**src/rtl/l1_req_ctrl_fsm.sv**
```systemverilog
// L1 upstream-request controller: request FIFO plus a lookup/snoop/update/response FSM.
// Optional WAIT-state timeout is compiled in with `define L1_REQ_TIMEOUT_EN.
module l1_req_ctrl_fsm #(
  parameter int ADDR_W      = 32,
  parameter int REQ_DEPTH   = 4,
  parameter int TIMEOUT_CYC = 64
) (
  input  logic              clk,
  input  logic              rst_n,
  input  logic              cdreq_valid,
  output logic              cdreq_ready,
  input  logic [2:0]        cdreq_op,
  input  logic [ADDR_W-1:0] cdreq_addr,
  output logic [ADDR_W-1:0] lkup_addr,
  input  logic              lkup_hit,
  input  logic [2:0]        blk_curSt,
  output logic              sdreq_valid,
  input  logic              sdreq_ready,
  output logic [2:0]        sdreq_op,
  output logic [ADDR_W-1:0] sdreq_addr,
  input  logic              sursp_valid,
  input  logic [2:0]        sursp_rsp,
  output logic              blk_we,
  output logic [2:0]        blk_nxtSt,
  output logic              cursp_valid,
  input  logic              cursp_ready,
  output logic [1:0]        cursp_rsp,
  output logic              busy
);

  localparam logic [2:0] CDREQ_RD  = 3'd0;
  localparam logic [2:0] CDREQ_RFO = 3'd1;
  localparam logic [2:0] CDREQ_MD  = 3'd2;
  localparam logic [2:0] CDREQ_WB  = 3'd3;

  localparam logic [2:0] SDREQ_RD  = 3'd0;
  localparam logic [2:0] SDREQ_RFO = 3'd1;
  localparam logic [2:0] SDREQ_INV = 3'd2;

  localparam logic [2:0] SURSP_SNOOP = 3'd1;
  localparam logic [2:0] SURSP_FETCH = 3'd2;

  localparam logic [1:0] CURSP_OKAY = 2'b00;
  localparam logic [1:0] CURSP_ERR  = 2'b01;

  localparam logic [2:0] ST_INVALID   = 3'd0;
  localparam logic [2:0] ST_SHARED    = 3'd1;
  localparam logic [2:0] ST_EXCLUSIVE = 3'd2;
  localparam logic [2:0] ST_MODIFIED  = 3'd3;
  localparam logic [2:0] ST_MIGRATED  = 3'd4;

  localparam int PW = $clog2(REQ_DEPTH);

  if (REQ_DEPTH < 2 || (REQ_DEPTH & (REQ_DEPTH - 1)) != 0) begin : g_bad_depth
    $error("REQ_DEPTH must be a power of two and at least 2");
  end
  if (TIMEOUT_CYC < 1) begin : g_bad_timeout
    $error("TIMEOUT_CYC must be at least 1");
  end

  typedef enum logic [2:0] {
    S_IDLE,
    S_LOOKUP,
    S_SNOOP,
    S_WAIT,
    S_UPDATE,
    S_RESP
  } state_t;

  state_t            state;
  logic [2:0]        op_q;
  logic [ADDR_W-1:0] fifo_addr [REQ_DEPTH];
  logic [2:0]        fifo_op   [REQ_DEPTH];
  logic [PW:0]       wr_ptr;
  logic [PW:0]       rd_ptr;
  logic              empty;
  logic              full;
  logic              push;
  logic              pop;
  logic              is_wr;
  logic [2:0]        wr_nxt;

`ifdef L1_REQ_TIMEOUT_EN
  localparam int CNT_W = $clog2(TIMEOUT_CYC + 1);
  logic [CNT_W-1:0] wait_cnt;
`endif

  // Extra wrap bit distinguishes full from empty when the index bits match.
  assign empty       = (wr_ptr == rd_ptr);
  assign full        = (wr_ptr[PW] != rd_ptr[PW]) && (wr_ptr[PW-1:0] == rd_ptr[PW-1:0]);
  assign push        = cdreq_valid && !full;
  assign pop         = (state == S_IDLE) && !empty;
  assign cdreq_ready = !full;
  assign busy        = (state != S_IDLE) || !empty;

  assign is_wr  = (op_q == CDREQ_RFO) || (op_q == CDREQ_MD) || (op_q == CDREQ_WB);
  assign wr_nxt = (op_q == CDREQ_WB) ? ST_MODIFIED : ST_MIGRATED;

  always_ff @(posedge clk or negedge rst_n) begin
    if (!rst_n) begin
      wr_ptr <= '0;
      rd_ptr <= '0;
    end else begin
      if (push) wr_ptr <= wr_ptr + 1'b1;
      if (pop)  rd_ptr <= rd_ptr + 1'b1;
    end
  end

  always_ff @(posedge clk) begin
    if (push) begin
      fifo_addr[wr_ptr[PW-1:0]] <= cdreq_addr;
      fifo_op[wr_ptr[PW-1:0]]   <= cdreq_op;
    end
  end

  always_ff @(posedge clk or negedge rst_n) begin
    if (!rst_n) begin
      state       <= S_IDLE;
      op_q        <= CDREQ_RD;
      lkup_addr   <= '0;
      sdreq_valid <= 1'b0;
      sdreq_op    <= SDREQ_RD;
      sdreq_addr  <= '0;
      blk_we      <= 1'b0;
      blk_nxtSt   <= ST_INVALID;
      cursp_valid <= 1'b0;
      cursp_rsp   <= CURSP_OKAY;
`ifdef L1_REQ_TIMEOUT_EN
      wait_cnt    <= '0;
`endif
    end else begin
      blk_we <= 1'b0;
      case (state)
        S_IDLE: begin
          if (!empty) begin
            op_q      <= fifo_op[rd_ptr[PW-1:0]];
            lkup_addr <= fifo_addr[rd_ptr[PW-1:0]];
            state     <= S_LOOKUP;
          end
        end
        S_LOOKUP: begin
          if (op_q == CDREQ_RD) begin
            if (lkup_hit) begin
              cursp_valid <= 1'b1;
              cursp_rsp   <= CURSP_OKAY;
              state       <= S_RESP;
            end else begin
              sdreq_valid <= 1'b1;
              sdreq_op    <= SDREQ_RD;
              sdreq_addr  <= lkup_addr;
              state       <= S_SNOOP;
            end
          end else if (is_wr) begin
            if (lkup_hit && blk_curSt == ST_SHARED) begin
              sdreq_valid <= 1'b1;
              sdreq_op    <= SDREQ_INV;
              sdreq_addr  <= lkup_addr;
              state       <= S_SNOOP;
            end else if (lkup_hit) begin
              blk_we    <= 1'b1;
              blk_nxtSt <= wr_nxt;
              state     <= S_UPDATE;
            end else begin
              sdreq_valid <= 1'b1;
              sdreq_op    <= SDREQ_RFO;
              sdreq_addr  <= lkup_addr;
              state       <= S_SNOOP;
            end
          end else begin
            // Undefined opcode: refuse it rather than touch the tag state.
            cursp_valid <= 1'b1;
            cursp_rsp   <= CURSP_ERR;
            state       <= S_RESP;
          end
        end
        S_SNOOP: begin
          if (sdreq_ready) begin
            sdreq_valid <= 1'b0;
            state       <= S_WAIT;
`ifdef L1_REQ_TIMEOUT_EN
            wait_cnt    <= '0;
`endif
          end
        end
        S_WAIT: begin
          if (sursp_valid) begin
            if (op_q == CDREQ_RD) begin
              if (sursp_rsp == SURSP_SNOOP) begin
                blk_we    <= 1'b1;
                blk_nxtSt <= ST_SHARED;
                state     <= S_UPDATE;
              end else if (sursp_rsp == SURSP_FETCH) begin
                blk_we    <= 1'b1;
                blk_nxtSt <= ST_EXCLUSIVE;
                state     <= S_UPDATE;
              end else begin
                cursp_valid <= 1'b1;
                cursp_rsp   <= CURSP_ERR;
                state       <= S_RESP;
              end
            end else begin
              blk_we    <= 1'b1;
              blk_nxtSt <= wr_nxt;
              state     <= S_UPDATE;
            end
          end
`ifdef L1_REQ_TIMEOUT_EN
          else if (wait_cnt == CNT_W'(TIMEOUT_CYC - 1)) begin
            cursp_valid <= 1'b1;
            cursp_rsp   <= CURSP_ERR;
            state       <= S_RESP;
          end else begin
            wait_cnt <= wait_cnt + 1'b1;
          end
`endif
        end
        S_UPDATE: begin
          cursp_valid <= 1'b1;
          cursp_rsp   <= CURSP_OKAY;
          state       <= S_RESP;
        end
        S_RESP: begin
          if (cursp_ready) begin
            cursp_valid <= 1'b0;
            state       <= S_IDLE;
          end
        end
        default: state <= S_IDLE;
      endcase
    end
  end

endmodule

```
**config.mk**
```make
export PLATFORM = sky130hd
export DESIGN_NAME = l1_req_ctrl_fsm
export DESIGN_NICKNAME = d
export VERILOG_FILES = /design/src/rtl/l1_req_ctrl_fsm.sv
export SDC_FILE = /design/constraint.sdc
export NUM_CORES = 1
export LEC_CHECK = 0
export ABC_AREA = 1
export CAP_MARGIN = 15
export CORE_ASPECT_RATIO = 0.7
export CORE_MARGIN = 5
export CORE_UTILIZATION = 54
export DETAILED_ROUTE_END_ITERATION = 10
export PLACE_DENSITY = 0.79
export RECOVER_POWER = 100
export SYNTH_ARGS = -nofsm -noshare
export SYNTH_HDL_FRONTEND = slang
export SYNTH_SLANG_ARGS = --single-unit
```
**constraint.sdc**
```tcl
create_clock -name clk -period 4.1 [get_ports clk]
set_input_delay 0.41 -clock clk [delete_from_list [all_inputs] [get_ports clk]]
set_output_delay 0.41 -clock clk [all_outputs]
set_load 0.03 [all_outputs]
```
==> summary.md, run 1 <==
| Metric | Value |
|---|---|
| Outcome | `completed` |
| Clock-pin slew reported for the worst setup and hold paths after clock tree synthesis | `0.06 ns` |
| Number of inserted diodes | `0` |
| Most numerous cell types in the synthesized netlist | `edfxtp_1, nand2_1, o21ai_0` |
| Clk Latency, worst-skew pair | `0.50 ns` |
| Count of flip-flops with a built-in enable after synthesis | `140` |
| Time the final worst path needs with I/O delays and setup | `2.955 ns` |
| Crit Path Category | `reg -> out` |
| Final-report max-slew violation count | `0` |
| Flop and latch count out of synthesis | `225` |
| Horizontal die dimension | `164.3 um` |
| Number of global-route vias before repair | `5780` |
| Clock tree from TritonCTS | `done` |
| Post-route antenna net violation count | `0` |
| Count of buffers inserted at the top-level ports | `122` |
| Final Cycle Share | `72.06%` |
| Cell type contributing the most total cell area after synthesis | `edfxtp_1` |
| VDD IR max | `0.4067 mV` |
| Register area | `6332 sq um` |
| Setup crit start kind | `register` |
| Design internal power | `0.005276 W` |
| I/O pins | `125` |
| Max_slew headroom | `2.486%` |
| Fraction of final layout cells sized beyond drive strength 1 | `7.103%` |
| Max FO, Critical Path | `37` |
| Worst reg2reg path startpoint | `rd_ptr[1]` |
| Global-route wire length before repair | `29930 um` |
| Number of failing setup endpoints in the final timing report | `0` |
| Standard-cell rows | `39` |
| Synth async-reset ratio | `37.78%` |
| Clock Sink Count | `225` |
| CTS H-Tree Depth | `1` |
| Arrival time reported for the critical path endpoint | `2.54 ns` |
| Top cells by area, synth | `edfxtp_1, dfrtp_1, o21ai_0` |
| Filler instances | `1229` |
| Sum of net half-perimeters after detailed placement | `11550 um` |
| Number of optimization iterations in the first detailed-route pass | `4` |
| MaxCap Viol Count | `0` |
| Floorplan core area | `16350 sq um` |
| Portion of the post-synthesis area used by sequential elements | `70.39%` |
| Area of the die | `19380 sq um` |
| Total GRT Usage | `19.22%` |
| Synthesis-to-layout area growth | `21.12%` |
| Total wire length after detailed routing | `18750 um` |
| Post-synth top area share | `46.74%` |
| Post-synthesis average cell area | `11.87 sq um` |
| Crit. Startpoint | `rd_ptr[1]` |
| Multi-input gate area | `2091 sq um` |
| Synth Flop Type | `edfxtp_1` |
| Clock share of power | `22.5%` |
| Category of the worst setup path capture point | `output pin` |
| Total count of hold-check failures in the final report | `0` |
| PD cells | `793.9 nW/um^2` |
| Floorplan die height | `118.0 um` |
| Routed WL per cell | `16.86 um` |
| Max Root-Sink Buffers | `3` |
| Effective utilization at floorplan | `55.02%` |
| Post-synthesis instance area | `8995 sq um` |
| Yosys warns | `0` |
| Pin count of the biggest net entering global routing | `73` |
| Via Count | `5860` |
| Fraction of power spent switching nets | `38.99%` |
| R2r setup slk | `1.16 ns` |
| Number of DRC markers after the initial detailed-route iteration | `506` |
| Setup Skew | `0.008529 ns` |
| Gpl congestion | `0.8318` |
| Layout Utilization | `66.64%` |
| Final total negative setup slack | `0 ns` |
| Pleak | `4.320 nW` |
| Antenna violations before repair | `0` |
| Maximum achievable frequency | `338.5 MHz` |
| Synthesized netlist cell count | `758` |
| Worst Tran Pin Value | `1.463 ns` |
| Top-count cell post-synth | `edfxtp_1` |
| Count of unique library cells instantiated by Yosys | `32` |
| Overall Power | `0.008648 W` |
| Cell at the root of the clock tree | `clkbuf_16` |
| Data required time of the critical path | `3.69 ns` |
| Number of cells on the worst reg-to-reg path | `7` |
| Share of power burned in combinational logic | `38.0%` |
| Capture point of the critical path | `busy` |
| Psw | `0.003372 W` |
| Post_cts resized | `0` |
| Fin nets | `924` |
| Class of the tightest hold or removal check | `reg -> reg` |
| RSZ-0062 raised after global routing | `no` |
| Reg2Reg Capture Point | `fifo_addr[3][15]` |
| Remaining global-route overflow | `0` |
| Ratio of routed vias to standard cells | `5.270` |
| Sequential share of power | `39.4%` |
| Cts bufs inserted | `22` |
| Post-route DRC | `0` |
[power groups by stage]
stage               Combinational, W  Sequential (W)  Clock (W)
floorplan                    0.00195         0.00399          0
CTS                          0.00367         0.00343    0.00198
global placement             0.00358         0.00345          0
global route                 0.00364         0.00348    0.00209
finish                       0.00329         0.00341    0.00195
detailed placement           0.00366         0.00346          0
[worst min path at each step]
stage / from / to / slack, ns / depth (start not counted)
5_1_grt: sdreq_addr[14] / sdreq_addr[14] / 0.50 / 2
3_5_place_dp: cursp_rsp[0] / cursp_rsp[0] / 0.46 / 2
4_1_cts: cursp_rsp[0] / cursp_rsp[0] / 0.48 / 2
3_3_place_gp: cursp_rsp[0] / cursp_rsp[0] / 0.46 / 2
2_1_floorplan: rst_n / blk_nxtSt[0] / 0.11 / 0
6_report: cursp_rsp[0] / cursp_rsp[0] / 0.47 / 2
[registers in the layout, indices dropped and copies added, names as in the netlist]
signal,flops
fifo_addr,128
lkup_addr,32
sdreq_addr,32
fifo_op,12
blk_nxtSt,3
op_q,3
rd_ptr,3
state,3
wr_ptr,3
sdreq_op,2
blk_we,1
cursp_rsp,1
cursp_valid,1
sdreq_valid,1
[layout by cell type, fill, tap and decap left out, drive strengths merged]
cell type	count
o21ai	144
edfxtp	140
nand2	120
dlygate4sd3	111
nor2	92
dfrtp	85
inv	59
o22ai	35
clkbuf	30
nand3	22
clkdlybuf4s50	11
a21oi	7
clkinv	7
ha	5
buf	4
xnor2	3
clkinvlp	3
conb	2
nor3	2
nand2b	1
nand3b	1
xor2	1
o21bai	1
bufinv	1
[timing repair]
item / 4_1_cts / 5_1_grt
hold buffers: 1 / 0
endpoints found under the hold margin: 6 / 0
setup buffers: 0 / 0
[final cells by class]
cell class                      instances  area share [%]
Multi-Input combinational cell        436           19.19
Clock buffer                           28           5.639
Inverter                               58           2.044
Clock inverter                         12          0.8384
Tap cell                              225           2.584
Timing Repair Buffer                  128           11.58
Sequential cell                       225           58.13
[cell families (layout without fill, tap and decap cells)]
| logic type | count (synthesis) | in the layout | synth area share (%) |
|---|---|---|---|
| flops | 225 | 225 | 70.39 |
| buf+inv | 98 | 226 | 5.202 |
| fa+ha+maj | 5 | 5 | 0.6955 |
| simple gates | 238 | 238 | 10.86 |
| compound gates | 187 | 187 | 12.42 |
| xor+xnor | 4 | 4 | 0.3896 |
| other cells | 1 | 2 | 0.04169 |
[worst max-delay path, cell delays in order (launching register included)]
cell and delay [ns]:
dfrtp_1 0.54, inv_4 0.22, nand2_1 0.14, nand2_2 0.05
nor2_1 0.20, nand3_1 0.16, dlygate4sd3_1 0.73
[metrics by stage]
stage | worst slack (ns) | instance area, sq um | hold WS [ns] | instances
floorplan | 0.9322 | 8999 | 0.1144 | 759
global placement | 1.422 | 10320 | 0.4615 | 1071
detailed placement | 1.305 | 10320 | 0.4642 | 1071
CTS | 1.200 | 11040 | 0.4774 | 1112
global route | 0.9026 | 10890 | 0.4956 | 1112
finish | 1.145 | 10890 | 0.4650 | 1112
[metal layers]
metal / track usage [%] / up-vias / part of all wire (%)
li1: - / 2837 / -
met1: 29.62 / 2806 / 47
met2: 28.55 / 194 / 45
met3: 3.990 / 23 / 6.6
met4: 3.824 / 0 / 1.0
met5: 0 / - / 0
No activity file was read; power rests on OpenSTA's default activity.
==> inputs of run 2 (changes only) <==
--- a/config.mk
+++ b/config.mk
@@ -9,9 +9,9 @@
 export CAP_MARGIN = 15
 export CORE_ASPECT_RATIO = 0.7
 export CORE_MARGIN = 5
-export CORE_UTILIZATION = 54
+export CORE_UTILIZATION = 49
 export DETAILED_ROUTE_END_ITERATION = 10
-export PLACE_DENSITY = 0.79
+export PLACE_DENSITY = 0.76
 export RECOVER_POWER = 100
 export SYNTH_ARGS = -nofsm -noshare
 export SYNTH_HDL_FRONTEND = slang
==> constraint.sdc (replaced) <==
create_clock -name clk -period 2.6 [get_ports clk]
set_input_delay 0.26 -clock clk [delete_from_list [all_inputs] [get_ports clk]]
set_output_delay 0.26 -clock clk [all_outputs]
set_load 0.03 [all_outputs]
==> run 2 against run 1 <==
  * Non-clock buffer count rose by 15
  * Wire length rose by 1.4%
  * Global-route usage fell by 1.1 points
  * Register-to-register slack got worse by 0.79 ns
  * Combinational power rose by 63%
  * Via count rose by 0.78%
  * Clock power rose by 52%
  * Critical path depth fell by 3
  * Sequential power rose by 57%
  * Clock skew fell by 0.00061 ns
  * Sequential share of layout area fell by 0.73 points
  * Critical endpoint unchanged
  * Largest power group unchanged
==> summary.md, run 2 (synthesized netlist as in run 1, its figures left out) <==
| Metric | Value |
|---|---|
| Area of the die | `21210 sq um` |
| Data required time of the critical path | `2.34 ns` |
| Max FO, Critical Path | `9` |
| VDD IR max | `0.6321 mV` |
| Cells after DPL | `1097` |
| RSZ-0062 raised after global routing | `no` |
| Arrival time reported for the critical path endpoint | `1.99 ns` |
| Floorplan die height | `123.4 um` |
| Time the final worst path needs with I/O delays and setup | `2.248 ns` |
| Routed WL per cell | `16.67 um` |
| Cell Chain, Critical Path | `nor3_1 > nand3_1 > buf_4` |
| Number of global-route vias before repair | `5776` |
| Via Count | `5906` |
| Global-route wire length before repair | `30460 um` |
| Effective utilization at floorplan | `49.95%` |
| Class of the tightest hold or removal check | `in -> reg` |
| Total count of hold-check failures in the final report | `0` |
| Most common cell after layout, fill and taps aside | `edfxtp_1` |
| Clock tree from TritonCTS | `done` |
| Clock Sink Count | `225` |
| Fin nets | `939` |
| Max Root-Sink Buffers | `3` |
| Number of cells on the worst reg-to-reg path | `7` |
| I/O pins | `125` |
| Flip-flop count of the largest register after layout | `128` |
| Floorplan core area | `18010 sq um` |
| Fraction of final layout cells sized beyond drive strength 1 | `8.093%` |
| Post-CTS Setup Bufs | `0` |
| Number of DRC markers after the initial detailed-route iteration | `461` |
| Total GRT Usage | `18.15%` |
| Clock-pin slew reported for the worst setup and hold paths after clock tree synthesis | `0.06 ns` |
| PD cells | `1242 nW/um^2` |
| Final-report max-slew violation count | `0` |
| Post-route DRC | `0` |
| Maximum achievable frequency | `444.8 MHz` |
| Category of the worst setup path capture point | `output pin` |
| Pleak | `4.398 nW` |
| Ratio of routed vias to standard cells | `5.181` |
| Clk Latency, worst-skew pair | `0.49 ns` |
| Number of failing setup endpoints in the final timing report | `0` |
| Sum of net half-perimeters after detailed placement | `12360 um` |
| Outcome | `completed` |
| Crit Path Category | `reg -> out` |
| Cell at the slowest stage of the critical path | `dfrtp_1` |
| Final cell count without fillers | `1140` |
| Remaining global-route overflow | `0` |
| Worst Tran Pin Value | `1.082 ns` |
| Gpl congestion | `0.8205` |
| Standard-cell rows | `41` |
| MaxCap Viol Count | `0` |
| Antenna violations before repair | `6` |
| Worst path max stage delay | `0.48 ns` |
| Number of optimization iterations in the first detailed-route pass | `5` |
| Pin count of the biggest net entering global routing | `72` |
| Cts bufs inserted | `22` |
| Setup Skew | `0.007916 ns` |
| Total wire length after detailed routing | `19000 um` |
| Count of buffers inserted at the top-level ports | `122` |
| Filler instances | `1423` |
| Commonest non-fill, non-tap cells in the layout | `edfxtp_1, o21ai_0, nand2_1, dlygate4sd3_1, nor2_1` |
| CTS H-Tree Depth | `1` |
| Cell count of the worst hold path | `3` |
| Cell at the root of the clock tree | `clkbuf_16` |
| Horizontal die dimension | `171.9 um` |
| Setup crit start kind | `register` |
| Post-route antenna net violation count | `0` |
| Hold Slack | `0.4550 ns` |
| Max_slew headroom | `27.86%` |
| Final Cycle Share | `86.46%` |
| Synthesis-to-layout area growth | `22.69%` |
-- run 2: cell type report --
cell class	count	area, sq um	area share, %
Antenna cell	2	5.005	0.04535
Timing Repair Buffer	143	1410	12.78
Tap cell	236	295.3	2.676
Clock inverter	10	71.32	0.6463
Multi-Input combinational cell	436	2096	18.99
Clock buffer	30	601.8	5.454
Sequential cell	225	6334	57.39
Inverter	58	222.7	2.018
-- run 2: repair_timing --
item / 4_1_cts / 5_1_grt
hold buffers: 1 / 0
hold endpoints to repair: 40 / 0
resized for setup: 0 / 0
-- run 2: power breakdown --
part           internal [W]  leakage, nW  switching [W]
sequential          0.00490         2.35       0.000468
combinational       0.00178         1.71        0.00358
clock               0.00172        0.334        0.00125
total               0.00840         4.40        0.00530
-- run 2: per-stage QoR --
stage | TNS (ns) | cell area [sq um] | utilization [%] | worst slack, ns | power [W]
floorplan | -79.49 | 8999 | - | -0.5678 | 0.009363
global placement | 0 | 10510 | 58.37 | 0.5722 | 0.01128
detailed placement | 0 | 10510 | 58.37 | 0.5159 | 0.01140
CTS | 0 | 11190 | 62.16 | 0.4989 | 0.01442
global route | 0 | 11040 | 61.29 | 0.2214 | 0.01463
finish | 0 | 11040 | 61.29 | 0.3519 | 0.01370
-- run 2: worst paths after layout --
kind,to,slack [ns],start
worst max-delay path,busy,0.35,state[0]
worst min-delay path,wr_ptr[0],0.46,cdreq_valid
worst max register to register,fifo_addr[2][31],0.37,rd_ptr[1]
worst min register to register,sdreq_addr[19],0.48,sdreq_addr[19]
max in group asynchronous,sdreq_addr[12],0.85,rst_n
min in group asynchronous,sdreq_addr[2],0.50,rst_n
-- run 2: critical path: cells and delay by family (launching register included) --
kind                   cells  cell delay (ns)
AND/OR/NAND/NOR            2             0.77
flip-flops                 1             0.48
buffers and inverters      1             0.25
-- run 2: routing by layer --
metal  GRT usage (%)  routed length (um)  part of all wire [%]
met5               0                  41                  0.22
met4           3.436                 330                   1.7
met3           4.858                1502                   7.9
met2           27.44                8235                    43
met1           26.96                8895                    47
